==> src/rtl/network_ctrl_pkg.sv <==
// Shared types and helpers for the spiking-network sequencer.
// State encoding, width helpers and saturating arithmetic.
package network_ctrl_pkg;

    typedef enum logic [2:0] {
        IDLE   = 3'd0,
        START  = 3'd1,
        RUN    = 3'd2,
        DRAIN  = 3'd3,
        RESULT = 3'd4
    } state_e;

    // Index width for a class id; a single neuron still needs one bit.
    function automatic int cls_width(input int n);
        return (n > 1) ? $clog2(n) : 1;
    endfunction

    // Pointer width for a power-of-two buffer.
    function automatic int ptr_width(input int d);
        return (d > 1) ? $clog2(d) : 1;
    endfunction

    localparam int DEF_N_OUT      = 2;
    localparam int DEF_FIFO_DEPTH = 4;
    localparam int CLS_W          = cls_width(DEF_N_OUT);
    localparam int PTR_W          = ptr_width(DEF_FIFO_DEPTH);

    // Increment that sticks at max instead of wrapping.
    function automatic logic [31:0] sat_inc(
        input logic [31:0] v,
        input logic [31:0] max
    );
        return (v >= max) ? max : v + 32'd1;
    endfunction

endpackage

==> src/rtl/network_ctrl_if.sv <==
// Bundle of upstream, network-facing and result signals.
// master = environment side, slave = sequencer side.
interface network_ctrl_if #(
    parameter int N_IN  = 4,
    parameter int N_OUT = 2,
    parameter int CNT_W = 8
);
    localparam int CW = network_ctrl_pkg::cls_width(N_OUT);

    logic             s_valid;
    logic             s_ready;
    logic [N_IN-1:0]  s_data;
    logic             net_start;
    logic             net_ready;
    logic             net_sample;
    logic             net_sample_ready;
    logic [N_IN-1:0]  net_in_spikes;
    logic [N_OUT-1:0] net_out_spikes;
    logic             res_valid;
    logic             res_ready;
    logic [CW-1:0]    res_class;
    logic [CNT_W-1:0] res_count;

    modport master (
        output s_valid, s_data, net_ready, net_sample,
        output net_out_spikes, res_ready,
        input  s_ready, net_start, net_sample_ready,
        input  net_in_spikes, res_valid, res_class, res_count
    );

    modport slave (
        input  s_valid, s_data, net_ready, net_sample,
        input  net_out_spikes, res_ready,
        output s_ready, net_start, net_sample_ready,
        output net_in_spikes, res_valid, res_class, res_count
    );

endinterface

==> src/rtl/spike_fifo.sv <==
// Small power-of-two FIFO holding input spike vectors.
// Head is combinational from storage and reads 0 when empty.
module spike_fifo
    import network_ctrl_pkg::*;
#(
    parameter int WIDTH = 4,
    parameter int DEPTH = 4
) (
    input  logic             clk,
    input  logic             rst_n,
    input  logic             push,
    input  logic             pop,
    input  logic [WIDTH-1:0] data,
    output logic             full,
    output logic             empty,
    output logic [WIDTH-1:0] head
);
    localparam int PW = ptr_width(DEPTH);

    logic [WIDTH-1:0] mem [DEPTH];
    logic [PW-1:0]    wr_ptr;
    logic [PW-1:0]    rd_ptr;
    logic [PW:0]      count;
    logic             push_ok;
    logic             pop_ok;

    assign full    = (count == (PW+1)'(DEPTH));
    assign empty   = (count == '0);
    assign push_ok = push & ~full;
    assign pop_ok  = pop & ~empty;
    assign head    = empty ? '0 : mem[rd_ptr];

    // Storage write; contents are don't-care until pushed.
    always_ff @(posedge clk) begin
        if (push_ok) mem[wr_ptr] <= data;
    end

    // Pointers wrap naturally; occupancy holds on push+pop.
    always_ff @(posedge clk or negedge rst_n) begin
        if (!rst_n) begin
            wr_ptr <= '0;
            rd_ptr <= '0;
            count  <= '0;
        end else begin
            if (push_ok) wr_ptr <= wr_ptr + 1'b1;
            if (pop_ok)  rd_ptr <= rd_ptr + 1'b1;
            case ({push_ok, pop_ok})
                2'b10:   count <= count + 1'b1;
                2'b01:   count <= count - 1'b1;
                default: count <= count;
            endcase
        end
    end

endmodule

==> src/rtl/network_ctrl.sv <==
// Sequencer for the spiking network core: buffers vectors,
// runs one inference per N_SAMPLES vectors, returns argmax.
module network_ctrl
    import network_ctrl_pkg::*;
#(
    parameter int N_IN       = 4,
    parameter int N_OUT      = 2,
    parameter int N_SAMPLES  = 3,
    parameter int FIFO_DEPTH = 4,
    parameter int CNT_W      = 8
) (
    input  logic           clk,
    input  logic           rst_n,
    network_ctrl_if.slave  bus,
    output logic           busy,
    output logic           underrun
);
    localparam int CW   = cls_width(N_OUT);
    localparam int SD_W = $clog2(N_SAMPLES + 1);
    localparam logic [31:0] CNT_MAX =
        32'((64'd1 << CNT_W) - 64'd1);
    localparam logic [SD_W-1:0] SD_FULL = SD_W'(N_SAMPLES);
    localparam logic [SD_W-1:0] SD_LAST = SD_W'(N_SAMPLES - 1);

    state_e           state;
    state_e           state_nxt;
    logic             full;
    logic             empty;
    logic             push;
    logic             pop;
    logic [N_IN-1:0]  head;
    logic [SD_W-1:0]  samples_done;
    logic [CNT_W-1:0] cnt     [N_OUT];
    logic [CNT_W-1:0] cnt_nxt [N_OUT];
    logic             counting;
    logic             clear;
    logic             enter_res;
    logic [CW-1:0]    best_cls;
    logic [CNT_W-1:0] best_cnt;

    // s_ready is forced low while reset is held.
    assign bus.s_ready = rst_n & ~full;
    assign push        = bus.s_valid & bus.s_ready;
    assign bus.net_sample_ready = (state == RUN) & ~empty
                                & (samples_done < SD_FULL);
    assign pop         = bus.net_sample & bus.net_sample_ready;
    assign bus.net_in_spikes = head;

    spike_fifo #(
        .WIDTH (N_IN),
        .DEPTH (FIFO_DEPTH)
    ) u_fifo (
        .clk   (clk),
        .rst_n (rst_n),
        .push  (push),
        .pop   (pop),
        .data  (bus.s_data),
        .full  (full),
        .empty (empty),
        .head  (head)
    );

    // State register.
    always_ff @(posedge clk or negedge rst_n) begin
        if (!rst_n) state <= IDLE;
        else        state <= state_nxt;
    end

    // Next-state logic.
    always_comb begin
        state_nxt = state;
        unique case (state)
            IDLE:
                if (bus.net_ready && !empty) state_nxt = START;
            START:
                state_nxt = RUN;
            RUN:
                if (pop && samples_done == SD_LAST) state_nxt = DRAIN;
            DRAIN:
                if (bus.net_ready) state_nxt = RESULT;
            RESULT:
                if (bus.res_ready) state_nxt = IDLE;
            default:
                state_nxt = IDLE;
        endcase
    end

    // State-decoded outputs and control strobes.
    always_comb begin
        bus.net_start = (state == START);
        bus.res_valid = (state == RESULT);
        busy          = (state != IDLE);
        counting      = (state == RUN) || (state == DRAIN);
        clear         = (state == IDLE) && (state_nxt == START);
        enter_res     = (state == DRAIN) && (state_nxt == RESULT);
    end

    // Samples consumed in the current inference.
    always_ff @(posedge clk or negedge rst_n) begin
        if (!rst_n)     samples_done <= '0;
        else if (clear) samples_done <= '0;
        else if (pop)   samples_done <= samples_done + 1'b1;
    end

    // Sticky flag for a sample request against an empty buffer.
    always_ff @(posedge clk or negedge rst_n) begin
        if (!rst_n) underrun <= 1'b0;
        else if (state == RUN && bus.net_sample && empty)
            underrun <= 1'b1;
    end

    // Counter values including this cycle's spikes.
    always_comb begin
        for (int i = 0; i < N_OUT; i++) begin
            cnt_nxt[i] = cnt[i];
            if (counting && bus.net_out_spikes[i])
                cnt_nxt[i] = CNT_W'(sat_inc(32'(cnt[i]), CNT_MAX));
        end
    end

    // Per-neuron spike counters.
    always_ff @(posedge clk or negedge rst_n) begin
        if (!rst_n) begin
            for (int i = 0; i < N_OUT; i++) cnt[i] <= '0;
        end else if (clear) begin
            for (int i = 0; i < N_OUT; i++) cnt[i] <= '0;
        end else begin
            for (int i = 0; i < N_OUT; i++) cnt[i] <= cnt_nxt[i];
        end
    end

    // Argmax over the up-to-date counts; strict > keeps lowest index.
    always_comb begin
        best_cls = '0;
        best_cnt = cnt_nxt[0];
        for (int i = 1; i < N_OUT; i++) begin
            if (cnt_nxt[i] > best_cnt) begin
                best_cnt = cnt_nxt[i];
                best_cls = CW'(i);
            end
        end
    end

    // Result registers captured once on entry to RESULT.
    always_ff @(posedge clk or negedge rst_n) begin
        if (!rst_n) begin
            bus.res_class <= '0;
            bus.res_count <= '0;
        end else if (enter_res) begin
            bus.res_class <= best_cls;
            bus.res_count <= best_cnt;
        end
    end

endmodule
==> src/flat_wrapper.sv <==
// flat-port wrapper written by rule: the top's interface ports become plain ports
module network_ctrl_flat import network_ctrl_pkg::*;
#(
    parameter int N_IN       = 4,
    parameter int N_OUT      = 2,
    parameter int N_SAMPLES  = 3,
    parameter int FIFO_DEPTH = 4,
    parameter int CNT_W      = 8
)
  (clk, rst_n, busy, underrun, bus_s_valid, bus_s_data, bus_net_ready, bus_net_sample, bus_net_out_spikes, bus_res_ready, bus_s_ready, bus_net_start, bus_net_sample_ready, bus_net_in_spikes, bus_res_valid, bus_res_class, bus_res_count);
  network_ctrl_if #(.N_IN(N_IN), .N_OUT(N_OUT), .CNT_W(CNT_W)) bus_i ();
  input  logic clk;
  input  logic rst_n;
  output logic busy;
  output logic underrun;
  input wire logic [$bits(bus_i.s_valid)-1:0] bus_s_valid;
  input wire logic [$bits(bus_i.s_data)-1:0] bus_s_data;
  input wire logic [$bits(bus_i.net_ready)-1:0] bus_net_ready;
  input wire logic [$bits(bus_i.net_sample)-1:0] bus_net_sample;
  input wire logic [$bits(bus_i.net_out_spikes)-1:0] bus_net_out_spikes;
  input wire logic [$bits(bus_i.res_ready)-1:0] bus_res_ready;
  output wire logic [$bits(bus_i.s_ready)-1:0] bus_s_ready;
  output wire logic [$bits(bus_i.net_start)-1:0] bus_net_start;
  output wire logic [$bits(bus_i.net_sample_ready)-1:0] bus_net_sample_ready;
  output wire logic [$bits(bus_i.net_in_spikes)-1:0] bus_net_in_spikes;
  output wire logic [$bits(bus_i.res_valid)-1:0] bus_res_valid;
  output wire logic [$bits(bus_i.res_class)-1:0] bus_res_class;
  output wire logic [$bits(bus_i.res_count)-1:0] bus_res_count;
  assign bus_i.s_valid = bus_s_valid;
  assign bus_i.s_data = bus_s_data;
  assign bus_i.net_ready = bus_net_ready;
  assign bus_i.net_sample = bus_net_sample;
  assign bus_i.net_out_spikes = bus_net_out_spikes;
  assign bus_i.res_ready = bus_res_ready;
  assign bus_s_ready = bus_i.s_ready;
  assign bus_net_start = bus_i.net_start;
  assign bus_net_sample_ready = bus_i.net_sample_ready;
  assign bus_net_in_spikes = bus_i.net_in_spikes;
  assign bus_res_valid = bus_i.res_valid;
  assign bus_res_class = bus_i.res_class;
  assign bus_res_count = bus_i.res_count;
  network_ctrl #(.N_IN(N_IN), .N_OUT(N_OUT), .N_SAMPLES(N_SAMPLES), .FIFO_DEPTH(FIFO_DEPTH), .CNT_W(CNT_W)) u_core (.clk(clk), .rst_n(rst_n), .bus(bus_i), .busy(busy), .underrun(underrun));
endmodule
==> config.mk <==
export PLATFORM = sky130hd
export DESIGN_NAME = network_ctrl_flat
export DESIGN_NICKNAME = d
export VERILOG_FILES = /design/src/rtl/network_ctrl_pkg.sv /design/src/rtl/network_ctrl_if.sv /design/src/rtl/spike_fifo.sv /design/src/rtl/network_ctrl.sv /design/src/flat_wrapper.sv
export SDC_FILE = /design/constraint.sdc
export NUM_CORES = 1
export LEC_CHECK = 0
export BUFFER_PORTS_ARGS = -buffer_cell sky130_fd_sc_hd__buf_2
export CAP_MARGIN = 10
export CORE_MARGIN = 1
export CORE_UTILIZATION = 50
export CTS_BUF_LIST = sky130_fd_sc_hd__clkbuf_4 sky130_fd_sc_hd__clkbuf_8
export CTS_CLUSTER_SIZE = 30
export DETAILED_ROUTE_END_ITERATION = 7
export PLACE_DENSITY = 0.78
export SKIP_LAST_GASP = 1
export SLEW_MARGIN = 20
export SYNTH_ARGS = -nofsm -noshare
export SYNTH_HDL_FRONTEND = slang
export SYNTH_SLANG_ARGS = --single-unit
==> constraint.sdc <==
create_clock -name clk -period 5 [get_ports clk]
set_input_delay 1 -clock clk [delete_from_list [all_inputs] [get_ports clk]]
set_output_delay 1 -clock clk [all_outputs]
set_load 0.02 [all_outputs]
; ---- After elaboration in Yosys (flattened, before gate mapping)
; Memories as Yosys holds them, arrays and structs flattened.
; Index checks and enable logic that the tools add are counted.
[totals]
mem_bits_rw = 16
n_memories = 1
ff_bits = 38
out_inout_bits = 19
in_bits = 12
word_cells = 74
[classes]
magnitude_cmp = 4
muxes = 18
n_reduce_logical = 15
n_addsub = 7
eq_ne = 10
n_bitwise = 9
[mem_list]
columns = name, words, width, rd, rd_ports_with_merged_regs, wr, line
row1 = u_core.u_fifo.mem, 4, 4, 1, 0, 1, spike_fifo.sv:20  ; logic [WIDTH-1:0] mem [DEPTH];
[op_table]
columns = operator, n
row1 = $mux W8, 5
row2 = $add A8 B1 Y8 const B, 2
row3 = $ge A8 B8 Y1 const B, 2
row4 = $mux W16, 1
row5 = $pmux W3 S5, 1
row6 = $mux W3, 4
row7 = $eq A3 B3 Y1 const B, 3
row8 = $gt A8 B8 Y1, 1
row9 = $logic_and A1 B1 Y1, 8
row10 = $and A1 B1 Y1, 7
row11 = $add A2 B1 Y2 const B, 3
row12 = $eq A3 B1 Y1 const B, 2
row13 = $eq A3 B2 Y1 const B, 2
row14 = $logic_not A3 Y1, 2
row15 = $pmux W3 S2, 1
row16 = $eq A2 B2 Y1 const B, 2
row17 = $mux W2, 2
row18 = $mux W4, 1
row19 = $reduce_bool A2 Y1, 2
row20 = $add A3 B1 Y3 const B, 1
row21 = $mux W1, 3
row22 = $reduce_bool A3 Y1, 1
row23 = $sub A3 B1 Y3 const B, 1
row24 = $eq A2 B1 Y1 const B, 1
row25 = 4 further kinds, 5

; ---- Logic depth before layout (Yosys ltp)
[depth]
depth_word = 11
ltp_mapped = 13
mapped_depth_nobuf = 11

; ---- Cells and area by module
; Synthesis repeated with hierarchy kept, for this count alone.
[hier_totals]
cells_unflattened = 266
area_unflattened_um2 = 2936.6
[modules_own_cells]
columns = module, area_per_inst_um2, cells_each, instances, seq_area_each_um2
row1 = network_ctrl, 1896.8, 203, 1, 775.7
row2 = spike_fifo, 1039.7, 63, 1, 655.6

; ---- Worst setup path after synthesis
; Ideal clock, no wire load.
[synth_timing]
path_type = in2reg
startpoint = in bus_net_out_spikes[0]
endpoint = reg u_core.bus.res_count[0]
slack_ns = 1.870
stages = 10
setup_time_ns = 0.082
arrival_ns = 3.048
path_buffers = 1
path_cell_list = nand3b_4 > or4_1 > and3_1 > ha_1 > nand2_1 > nor2_1 > and3_1 > clkdlybuf4s15_1 > or3_1 > a31oi_1
[synth_between]
elab_chain_len = 4
[synth_rtl]
columns = element, line
row1 = "start, declared", flat_wrapper.sv:20  ; input wire logic [$bits(bus_i.net_out_spikes)-1:0] bus_net_out_spikes;
row2 = $logic_and A1 B1 Y1 (*), network_ctrl.sv:116  ; if (counting && bus.net_out_spikes[i])
row3 = $mux W8 (*), network_ctrl.sv:116
row4 = $gt A8 B8 Y1, network_ctrl.sv:137  ; if (cnt_nxt[i] > best_cnt) begin
row5 = $mux W8 (*), network_ctrl.sv:137
row6 = "end signal, assigned", network_ctrl.sv:151  ; bus.res_count <= best_cnt;
row7 = "end, declared", network_ctrl_if.sv:35  ; output net_in_spikes, res_valid, res_class, res_count
; Mark *: on every way between the ends. The rest lies on a longest branch, timed or not.
; A chain may end at the register's enable or synchronous reset.

; ---- Worst setup path after layout
[layout_timing]
startpoint = in rst_n
endpoint = out bus_s_ready
[layout_between]
elab_chain_len = 1
[layout_rtl]
columns = element, line
row1 = "start, declared", flat_wrapper.sv:13  ; input logic rst_n;
row2 = $and A1 B1 Y1, network_ctrl.sv:42  ; assign bus.s_ready = rst_n & ~full;
row3 = "end, declared", flat_wrapper.sv:22  ; output wire logic [$bits(bus_i.s_ready)-1:0] bus_s_ready;
; Every way passes these cells.

==> run_results.csv <==
group,metric,value,unit
global_route,grt_use_total,0.2036,
setup_path,crit_path_frequent_cell,"buf_2",
pwr,leakagePower,1.478,nW
die,die_h,79.08,um
setup_path,required,4000,ps
layout,final_cell_mix,"38 x dfrtp_1, 30 x buf_2, 24 x nor2_1",
cts,cts_max_path_buffers,2,
synth,synth_top_area_share,0.3201,
layout,final_common_cell,"dfrtp_1",
setup_path,critPathTopFamily,"buffers and inverters",
layout,insertedDiodeCount,0,
status,outcome,"completed",
die,rows,27,
sta,max_slew_margin,0.4687,
sta,hold_viol,0,
setup_path,worst-setup-path-type,"primary input to output port",
synth,avgSynthCellArea,10.76,um2
die,io_pins,31,
sta,fmax,318.0,MHz
sta,fin_tns_setup,0,ps
cts,post_cts_buffers,0,
cts,cts_buffers,5,
cts,htree_levels,2,
global_route,grt_pass1_wl,9.749,mm
placement,hpwl,4.265,mm
setup_path,critPathSlowestCell,"buf_4",
synth,ys_ff_latch,54,
routing,final_antenna_net_count,0,
synth,yosysTopAreaCell,"dfrtp_1",
synth,synth.distinct_cells,54,
synth,yosysSeqAreaShare,0.4819,
cts,cts_tree,"done",
pwr,max-vdd-ir-drop,305.3,uV
cts,ctsHoldBuffers,0,
layout,final_layout_size_suffix_gt1_frac,0.1711,
cts,insertion_delay,310,ps
global_route,grt_max_degree,40,
setup_path,crit_path_start_kind,"primary input",
routing,drcViolationCount,0,
sta,period_minus_slack,3145,ps
synth,synth_edf_count,16,
setup_path,cp_cell_sequence,"buf_2 > buf_4 > inv_1 > a31oi_1 > buf_2",
routing,viasPerCell,5.662,
sta,setup-violations-final,0,
synth,yosysWarnings,0,
routing,wl_per_cell,15.07,um
global_route,antenna_found_initial,0,
sta,worstMarginPinSlew,796.1,ps
cts,cts.repair.resized,0,
die,die-area,6253,um2
layout,fin_cells,376,
synth,netlist_area,2970,um2
synth,syn_nets,306,
synth,synthCells,276,
die,start_util,0.5297,
sta,rsz0062_at_grt,"false",
placement,dp_cells,368,
layout,final_net_count,333,
global_route,overflow,0,
run,drv_cap,0,
layout,multi_input_area,1424,um2
hold_path,min_path_type,"register to register",
setup_path,end_kind,"output port",
setup_path,slowest_delay,410,ps
sta,drv_slew,0,
synth,async_flop_share,0.7037,
setup_path,worstRegToRegCells,9,
sta,fin_worst_skew,5.750,ps
setup_path,path_max_fanout,39,
layout,synthToLayoutAreaGrowth,9.141,%
setup_path,critical_path_cell_count,5,
layout,register_area,1431,um2
routing,drt_pass1_iterations,4,
routing,via_count,2129,
layout,fill_cells,505,
global_route,grt_pass1_vias,2086,
die,core,5608,um2
synth,synthTopCellsByArea,"dfrtp_1 32%, edfxtp_1 16%, ha_1 7.2%",
die,die_w,79.08,um
pwr,power_density,586.9,nW/um2
cts,cts_sinks,54,
cts,cts-root-buf,"clkbuf_8",
setup_path,crit_buf_inv,4,
hold_path,hold_path_depth,1,
routing,drtIter0Drc,98,
routing,drt-total-wl,5.666,mm
synth,synth_flop_cell,"dfrtp_1",
setup_path,crit_arrival,2140,ps
cts,cts.clk_slew.worst_paths,90,ps
sta,period_share,0.6289,
layout,finish.utilization,0.5781,
placement,port_buffers,30,
placement,gp_congestion,0.8204,
[cells by family after synthesis]
group           synth area share
buf+inv                  0.03875
mux                      0.05981
flops                     0.4819
fa+ha+maj                0.07835
xor+xnor                 0.02064
simple gates              0.1992
compound gates            0.1213
[metrics by stage]
stage / hold WS [ps] / worst slack, ps / power [mW] / cell area (um2)
floorplan: 476.3 / 1870 / 1.462 / 2970
global placement: 475.0 / 1625 / 1.636 / 3152
global route: 513.9 / 1632 / 2.064 / 3242
CTS: 503.8 / 1810 / 1.909 / 3242
detailed placement: 469.5 / 1589 / 1.668 / 3152
finish: 502.3 / 1855 / 1.903 / 3242
[Yosys cell counts (all sizes together) (5+ instances only)]
master  number
a21o         8
a21oi       16
a31oi       10
and2         8
and3        12
buf          6
dfrtp       38
edfxtp      16
ha          17
inv         13
mux2i        5
nand2       18
nand3        8
nor2        25
nor2b        6
o21ai       11
[sequential cells by signal (all words and copies together) (netlist names)]
| signal | count |
|---|---|
| u_core.bus.res_class | 1 |
| u_core.bus.res_count | 8 |
| u_core.cnt | 16 |
| u_core.samples_done | 2 |
| u_core.state | 3 |
| u_core.u_fifo.count | 3 |
| u_core.u_fifo.mem | 16 |
| u_core.u_fifo.rd_ptr | 2 |
| u_core.u_fifo.wr_ptr | 2 |
| u_core.underrun | 1 |
[power breakdown]
group / internal [mW] / switching, mW
clock network: 0.0989 / 0.144
logic: 0.382 / 0.560
registers: 0.583 / 0.135
[routing by layer]
layer | global-route usage | wire length, um | vias to the layer above
met2 | 0.3353 | 2737 | 31
met3 | 0.03908 | 141 | 6
met5 | 0 | 0 | -
met4 | 0.06545 | 72 | 0
li1 | - | - | 1056
met1 | 0.2708 | 2715 | 1036
[worst register-to-register path, stage by stage, from the launching register on]
cell     delay (ps)
dfrtp_1         610
and3b_1         360
a21oi_1         110
a31oi_1         300
ha_1            310
and3_1          190
a221o_1         360
a21oi_1         380
o31ai_1         110
o22a_1          170
[area by class of cell]
type                            count  share of cell area
Tap cell                           72             0.02779
Clock inverter                      3            0.006561
Sequential cell                    54              0.4415
Multi-Input combinational cell    198              0.4392
Clock buffer                        5             0.02123
Timing Repair Buffer               31             0.04863
Inverter                           13             0.01505
[final timing paths]
check,slack [ps],startpoint,endpoint
max,1860,rst_n,bus_s_ready
min,500,u_core.underrun,u_core.underrun
max reg2reg,1990,u_core.state[1],u_core.bus.res_count[4]
min reg2reg,500,u_core.underrun,u_core.underrun
max in group asynchronous,3940,rst_n,u_core.cnt[2]
min in group asynchronous,730,rst_n,u_core.u_fifo.wr_ptr[0]
Note: power is estimated with default switching activity, not from simulation.
